File: src/rtl/fetch_redirect_ctrl.sv
// Front-end fetch sequencer. It owns the fetch PC and issues icache requests.
// In-flight requests are tracked in an in-order PC queue. Stale responses left
// over after a trap, mret or branch redirect are drained and dropped. It also
// parks fetch while the core sleeps on WFI.
module fetch_redirect_ctrl #(
  parameter logic [31:0] RESET_VECTOR    = 32'h0000_0000,
  parameter int          MAX_OUTSTANDING = 4,
  parameter int          OUT_CNT_WIDTH   = 3
) (
  input  logic        clk,
  input  logic        reset_n,
  input  logic        trap_i,
  input  logic        mret_i,
  input  logic [31:0] trap_vector_i,
  input  logic [31:0] mret_vector_i,
  input  logic        branch_valid_i,
  input  logic [31:0] branch_target_i,
  input  logic        wfi_i,
  input  logic        irq_pending_i,
  input  logic        predict_valid_i,
  input  logic [31:0] predict_target_i,
  input  logic        buffer_full_i,
  input  logic        icache_req_ready_i,
  output logic        icache_req_valid_o,
  output logic [31:0] pc_o,
  input  logic        icache_resp_valid_i,
  output logic        icache_resp_ready_o,
  output logic        resp_accept_o,
  output logic        resp_drop_o,
  output logic [31:0] resp_pc_o,
  output logic        flush_o,
  output logic        exception_valid_o,
  output logic [1:0]  state_o
);

  localparam int PTR_W = (MAX_OUTSTANDING > 1) ? $clog2(MAX_OUTSTANDING) : 1;

  typedef enum logic [1:0] {
    RUN   = 2'd0,
    DRAIN = 2'd1,
    SLEEP = 2'd2
  } state_e;

  state_e                   state_q, state_d;
  logic [31:0]              pc_q, pc_d;
  logic [31:0]              redir_tgt;
  logic [OUT_CNT_WIDTH-1:0] out_cnt_q, out_cnt_d;
  logic [31:0]              pc_queue [MAX_OUTSTANDING];
  logic [PTR_W-1:0]         rd_ptr_q, wr_ptr_q;
  logic                     redirect, req_hs, resp_hs, pop;

  // Any redirect source wins over fetch. Trap has the highest priority, then mret, then branch.
  assign redirect  = trap_i | mret_i | branch_valid_i;
  assign redir_tgt = trap_i ? trap_vector_i :
                     mret_i ? mret_vector_i : branch_target_i;

  // Requests are held back while in reset so the icache never sees a request
  // from an un-initialised fetch path.
  assign icache_req_valid_o = reset_n & (state_q == RUN) & ~buffer_full_i &
                              (out_cnt_q < OUT_CNT_WIDTH'(MAX_OUTSTANDING)) &
                              ~redirect & (pc_q[1:0] == 2'b00);
  assign exception_valid_o  = (state_q == RUN) & (pc_q[1:0] != 2'b00);

  // Stale responses must always drain, even when the buffer is full.
  assign icache_resp_ready_o = (state_q == DRAIN) | redirect | ~buffer_full_i;

  assign req_hs  = icache_req_valid_o & icache_req_ready_i;
  assign resp_hs = icache_resp_valid_i & icache_resp_ready_o;

  assign resp_accept_o = resp_hs & (state_q != DRAIN) & ~redirect;
  assign resp_drop_o   = resp_hs & ((state_q == DRAIN) | redirect);
  assign resp_pc_o     = pc_queue[rd_ptr_q];
  assign flush_o       = redirect;
  assign pc_o          = pc_q;
  assign state_o       = state_q;

  // Guard against popping an empty queue on a spurious response.
  assign pop = resp_accept_o & (out_cnt_q != '0);

  // Outstanding count: it rises on a request and falls on any response,
  // including dropped ones. It saturates at zero on a spurious response.
  always_comb begin
    out_cnt_d = out_cnt_q;
    if (req_hs && !resp_hs)
      out_cnt_d = out_cnt_q + OUT_CNT_WIDTH'(1);
    else if (!req_hs && resp_hs && out_cnt_q != '0)
      out_cnt_d = out_cnt_q - OUT_CNT_WIDTH'(1);
  end

  // Next fetch PC: a redirect target, else the prediction or the sequential PC after a handshake.
  always_comb begin
    pc_d = pc_q;
    if (redirect)
      pc_d = redir_tgt;
    else if (req_hs)
      pc_d = predict_valid_i ? predict_target_i : pc_q + 32'd4;
  end

  // State transitions. A redirect enters DRAIN only when responses remain in flight.
  always_comb begin
    state_d = state_q;
    if (redirect) begin
      state_d = (out_cnt_d != '0) ? DRAIN : RUN;
    end else begin
      case (state_q)
        RUN:     if (wfi_i) state_d = SLEEP;
        DRAIN:   if (resp_hs && out_cnt_q == OUT_CNT_WIDTH'(1)) state_d = RUN;
        SLEEP:   if (irq_pending_i) state_d = RUN;
        default: state_d = RUN;
      endcase
    end
  end

  // State, PC and outstanding-count registers.
  always_ff @(posedge clk or negedge reset_n) begin
    if (!reset_n) begin
      state_q   <= RUN;
      pc_q      <= RESET_VECTOR;
      out_cnt_q <= '0;
    end else begin
      state_q   <= state_d;
      pc_q      <= pc_d;
      out_cnt_q <= out_cnt_d;
    end
  end

  // In-order PC queue. A redirect empties it; stale responses then only decrement the count.
  always_ff @(posedge clk or negedge reset_n) begin
    if (!reset_n) begin
      rd_ptr_q <= '0;
      wr_ptr_q <= '0;
      for (int i = 0; i < MAX_OUTSTANDING; i++) pc_queue[i] <= '0;
    end else if (redirect) begin
      rd_ptr_q <= '0;
      wr_ptr_q <= '0;
    end else begin
      if (req_hs) begin
        pc_queue[wr_ptr_q] <= pc_q;
        wr_ptr_q           <= wr_ptr_q + PTR_W'(1);
      end
      if (pop) rd_ptr_q <= rd_ptr_q + PTR_W'(1);
    end
  end

endmodule
File: config.mk
export PLATFORM = sky130hd
export DESIGN_NAME = fetch_redirect_ctrl
export DESIGN_NICKNAME = d
export VERILOG_FILES = /design/src/rtl/fetch_redirect_ctrl.sv
export SDC_FILE = /design/constraint.sdc
export NUM_CORES = 1
export LEC_CHECK = 0
export BUFFER_PORTS_ARGS = -buffer_cell sky130_fd_sc_hd__buf_2
export CORE_ASPECT_RATIO = 0.5
export CORE_MARGIN = 3
export CORE_UTILIZATION = 54
export CTS_CLUSTER_SIZE = 20
export DETAILED_ROUTE_END_ITERATION = 10
export GPL_ROUTABILITY_DRIVEN = 0
export PLACE_DENSITY = 0.81
export REMOVE_ABC_BUFFERS = 1
export SLEW_MARGIN = 20
export SYNTH_ARGS = -nofsm -noshare
export SYNTH_HDL_FRONTEND = slang
export SYNTH_SLANG_ARGS = --single-unit
File: constraint.sdc
create_clock -name clk -period 2.35 [get_ports clk]
set_input_delay 0.3525 -clock clk [delete_from_list [all_inputs] [get_ports clk]]
set_output_delay 0.3525 -clock clk [all_outputs]
set_load 0.05 [all_outputs]
==> run_results.csv <==
group,metric,value,unit
run_status,outcome,"finished clean",
floorplanning,start_util,56.1,%
detailed_routing,wl_per_cell,21.0,um
detailed_routing,routed_wl,24900,um
setup_path,cp_top_family,"multiplexers",
logic_synthesis,syn_inst,742,
logic_synthesis,yosysWarnings,0,
setup_path,required,2.00,ns
floorplanning,core_area,0.0157,sq mm
sta,maxSlewViolCount,0,
logic_synthesis,ys_seq_area_share,48.2,%
sta,post-route-min-period,2.24,ns
power,leakagePower,5.29,nW
placed_design,port-buffer-count,210,
hold_path,hp-class,"input pin to flip-flop",
sta,min_period_over_period,95.3,%
setup_path,max_stage_delay,0.56,ns
global_route,grt_max_degree,138,
power,powerDensity,668,mW/mm^2
floorplanning,dieArea,0.0179,sq mm
sta,rsz0062_at_grt,"no",
setup_path,path_cells,"buf_6 -> mux4_2 -> buf_2",
global_route,grt_usage,27.8,%
logic_synthesis,synth_top_flop_cell,"dfrtp_1",
placed_design,dp_hpwl,17100,um
floorplanning,die_x,186,um
finish,layout.cells.non_filler,1185,
finish,nNetsFinal,1100,
clocking,cts.sinks,169,
setup_path,worstPathMaxFanout,14,
finish,drive_gt1_share,48.1,%
clocking,cts_made_buffers,17,
clocking,cts_post_setup_buffers_inserted,0,
clocking,root_buffer,"clkbuf_16",
floorplanning,rows,32,
logic_synthesis,synth_area,0.00877,sq mm
clocking,htree_levels,4,
sta,worstMarginPinSlew,0.723,ns
logic_synthesis,yosysTopAreaCellShare,48.2,%
global_route,antenna_found_initial,0,
setup_path,slowest_stage,"mux4_2",
sta,fmax,446,MHz
clocking,tritoncts,"yes",
setup_path,path_class,"flip-flop to output pin",
setup_path,crit_buf_inv,2,
finish,syn_to_final_growth,22.9,%
logic_synthesis,yosysTopAreaCell,"dfrtp_1",
global_route,grt-ovfl-total,0,
logic_synthesis,ys_types,56,
detailed_routing,drc,0,
logic_synthesis,synthTopCellsByCount,"dfrtp_1 (169), mux2_2 (122), a21oi_1 (40)",
clocking,clk_latency,0.43,ns
detailed_routing,vias,7130,
detailed_routing,drt-pass1-iter-count,6,
finish,n_antenna_cell,0,
detailed_routing,vias_per_cell,6.02,
detailed_routing,drt_iter0_drc,612,
power,peakVddDrop,0.514,mV
global_route,grt_pass1_vias,7264,
logic_synthesis,avgSynthCellArea,11.8,sq um
floorplanning,fp.dieH,96.1,um
sta,slew_headroom,51.8,%
sta,hold_viol,0,
sta,skew,0.0158,ns
logic_synthesis,yosysMostFrequentCell,"dfrtp_1",
placed_design,post-place-ws,0.181,ns
logic_synthesis,synthTopCellsByArea,"dfrtp_1 (48%), mux2_2 (16%), mux4_2 (8.2%)",
placed_design,dp.cells,1153,
clocking,path_clk_slew,0.08,ns
setup_path,cp-end-kind,"output pin",
detailed_routing,antenna_left,0,
sta,final.setup.worst_slack,0.110,ns
logic_synthesis,synthArstFlopShare,100,%
setup_path,start_kind,"flip-flop",
global_route,grt_first_pass_wirelength,37800,um
flow_run,drv_cap,0,
logic_synthesis,synth_seq_cells,169,
clocking,cts_buffer_depth,2,
setup_path,critPathArrivalTime,1.89,ns
floorplanning,io_pins,211,
logic_synthesis,synth_edf_count,0,
sta,finalSetupViolCount,0,
==> report_power, final <==
group	internal (mW)	switching (mW)
Sequential	3.02	0.143
Clock	1.40	1.28
Combinational	0.478	0.879
==> per-stage QoR <==
stage	util, %	power (mW)	hold slack, ns	TNS [ns]	cell area, sq um
after detailed placement	65.2	4.55	0.439	0	10200
after global placement	65.2	4.51	0.427	0	10200
final	68.9	7.20	0.144	0	10800
after CTS	68.8	7.23	0.142	0	10800
after floorplan	-	4.00	0.0569	-43.14	8480
after global routing	68.9	7.48	0.147	0	10800
==> layer usage <==
layer	up-vias	wire (um)	GRT usage, %
li1	3179	-	-
met1	3632	10300	36.8
met2	273	12500	46.8
met3	46	1510	5.21
met4	0	576	9.78
met5	-	0	0
==> what timing repair did <==
| action | CTS | global route |
|---|---|---|
| endpoints found under the hold margin | 31 | 0 |
| hold buffers | 1 | 0 |
| endpoints found under the setup margin | 0 | 13 |
| gates resized for setup | 0 | 5 |
==> state kept, by name, summed over array words and instances (netlist names) <==
signal / cells
pc_queue: 128
rd_ptr_q: 2
state_o: 2
pc_o: 32
wr_ptr_q: 2
out_cnt_q: 3
==> cell usage in the layout (no fill, tap or decap), types with 3 or more instances in the layout <==
cell	count
nor3_1	9
o221ai_1	3
mux2_2	122
o211ai_1	11
inv_8	4
inv_6	4
clkbuf_16	17
mux2i_1	3
inv_1	9
buf_2	208
dfrtp_1	168
nor2_2	3
a31oi_1	5
ha_1	9
a22oi_1	30
nand2_1	39
nand2_2	3
o311ai_1	3
and2_1	9
o21ai_0	39
nand3_1	14
xor2_1	9
a221o_1	8
xnor2_1	9
o21ai_1	6
a21oi_1	39
nor2b_1	3
nor4_1	5
mux4_2	32
nor2_1	36
and3_1	5
nand4_1	9
buf_4	46
==> worst paths after layout <==
kind	slack, ns	end	from	cells past startpoint
max	0.11	resp_pc_o[18]	rd_ptr_q[0]	3
min	0.14	pc_o[31]	predict_target_i[31]	3
max reg2reg	0.14	pc_o[18]	pc_o[2]	7
min reg2reg	0.49	pc_queue[0]	pc_queue[0]	1
max in group asynchronous	0.70	rd_ptr_q[0]	reset_n	4
min in group asynchronous	0.55	pc_queue[62]	reset_n	3
==> worst register-to-register path, cell delays in order, from the launching register on <==
cell and delay (ns):
dfrtp_1 0.36, ha_1 0.24, nand4_1 0.29, nor4_1 0.44, and3_1 0.33, nor2_1 0.08, o21ai_0 0.20, o211ai_1 0.13
==> kinds of logic after synthesis <==
family / synth area share (%)
buffers and inverters: 3.79
AO/OA/AOI/OAI: 11.5
flip-flops: 48.2
adder cells (fa/ha/maj): 1.28
multiplexers: 24.2
XOR/XNOR: 1.80
AND/OR/NAND/NOR: 9.25
==> cell type report <==
type                    instances  area [sq um]
clock inverters                14           134
repair buffers                259          1460
well taps                     221           277
fillers                      1121          4870
flip-flops and latches        169          4230
clock buffers                  17           425
multi-input cells             496          4230
inverters                       9          33.8
Note: power is estimated with default switching activity, not from simulation.
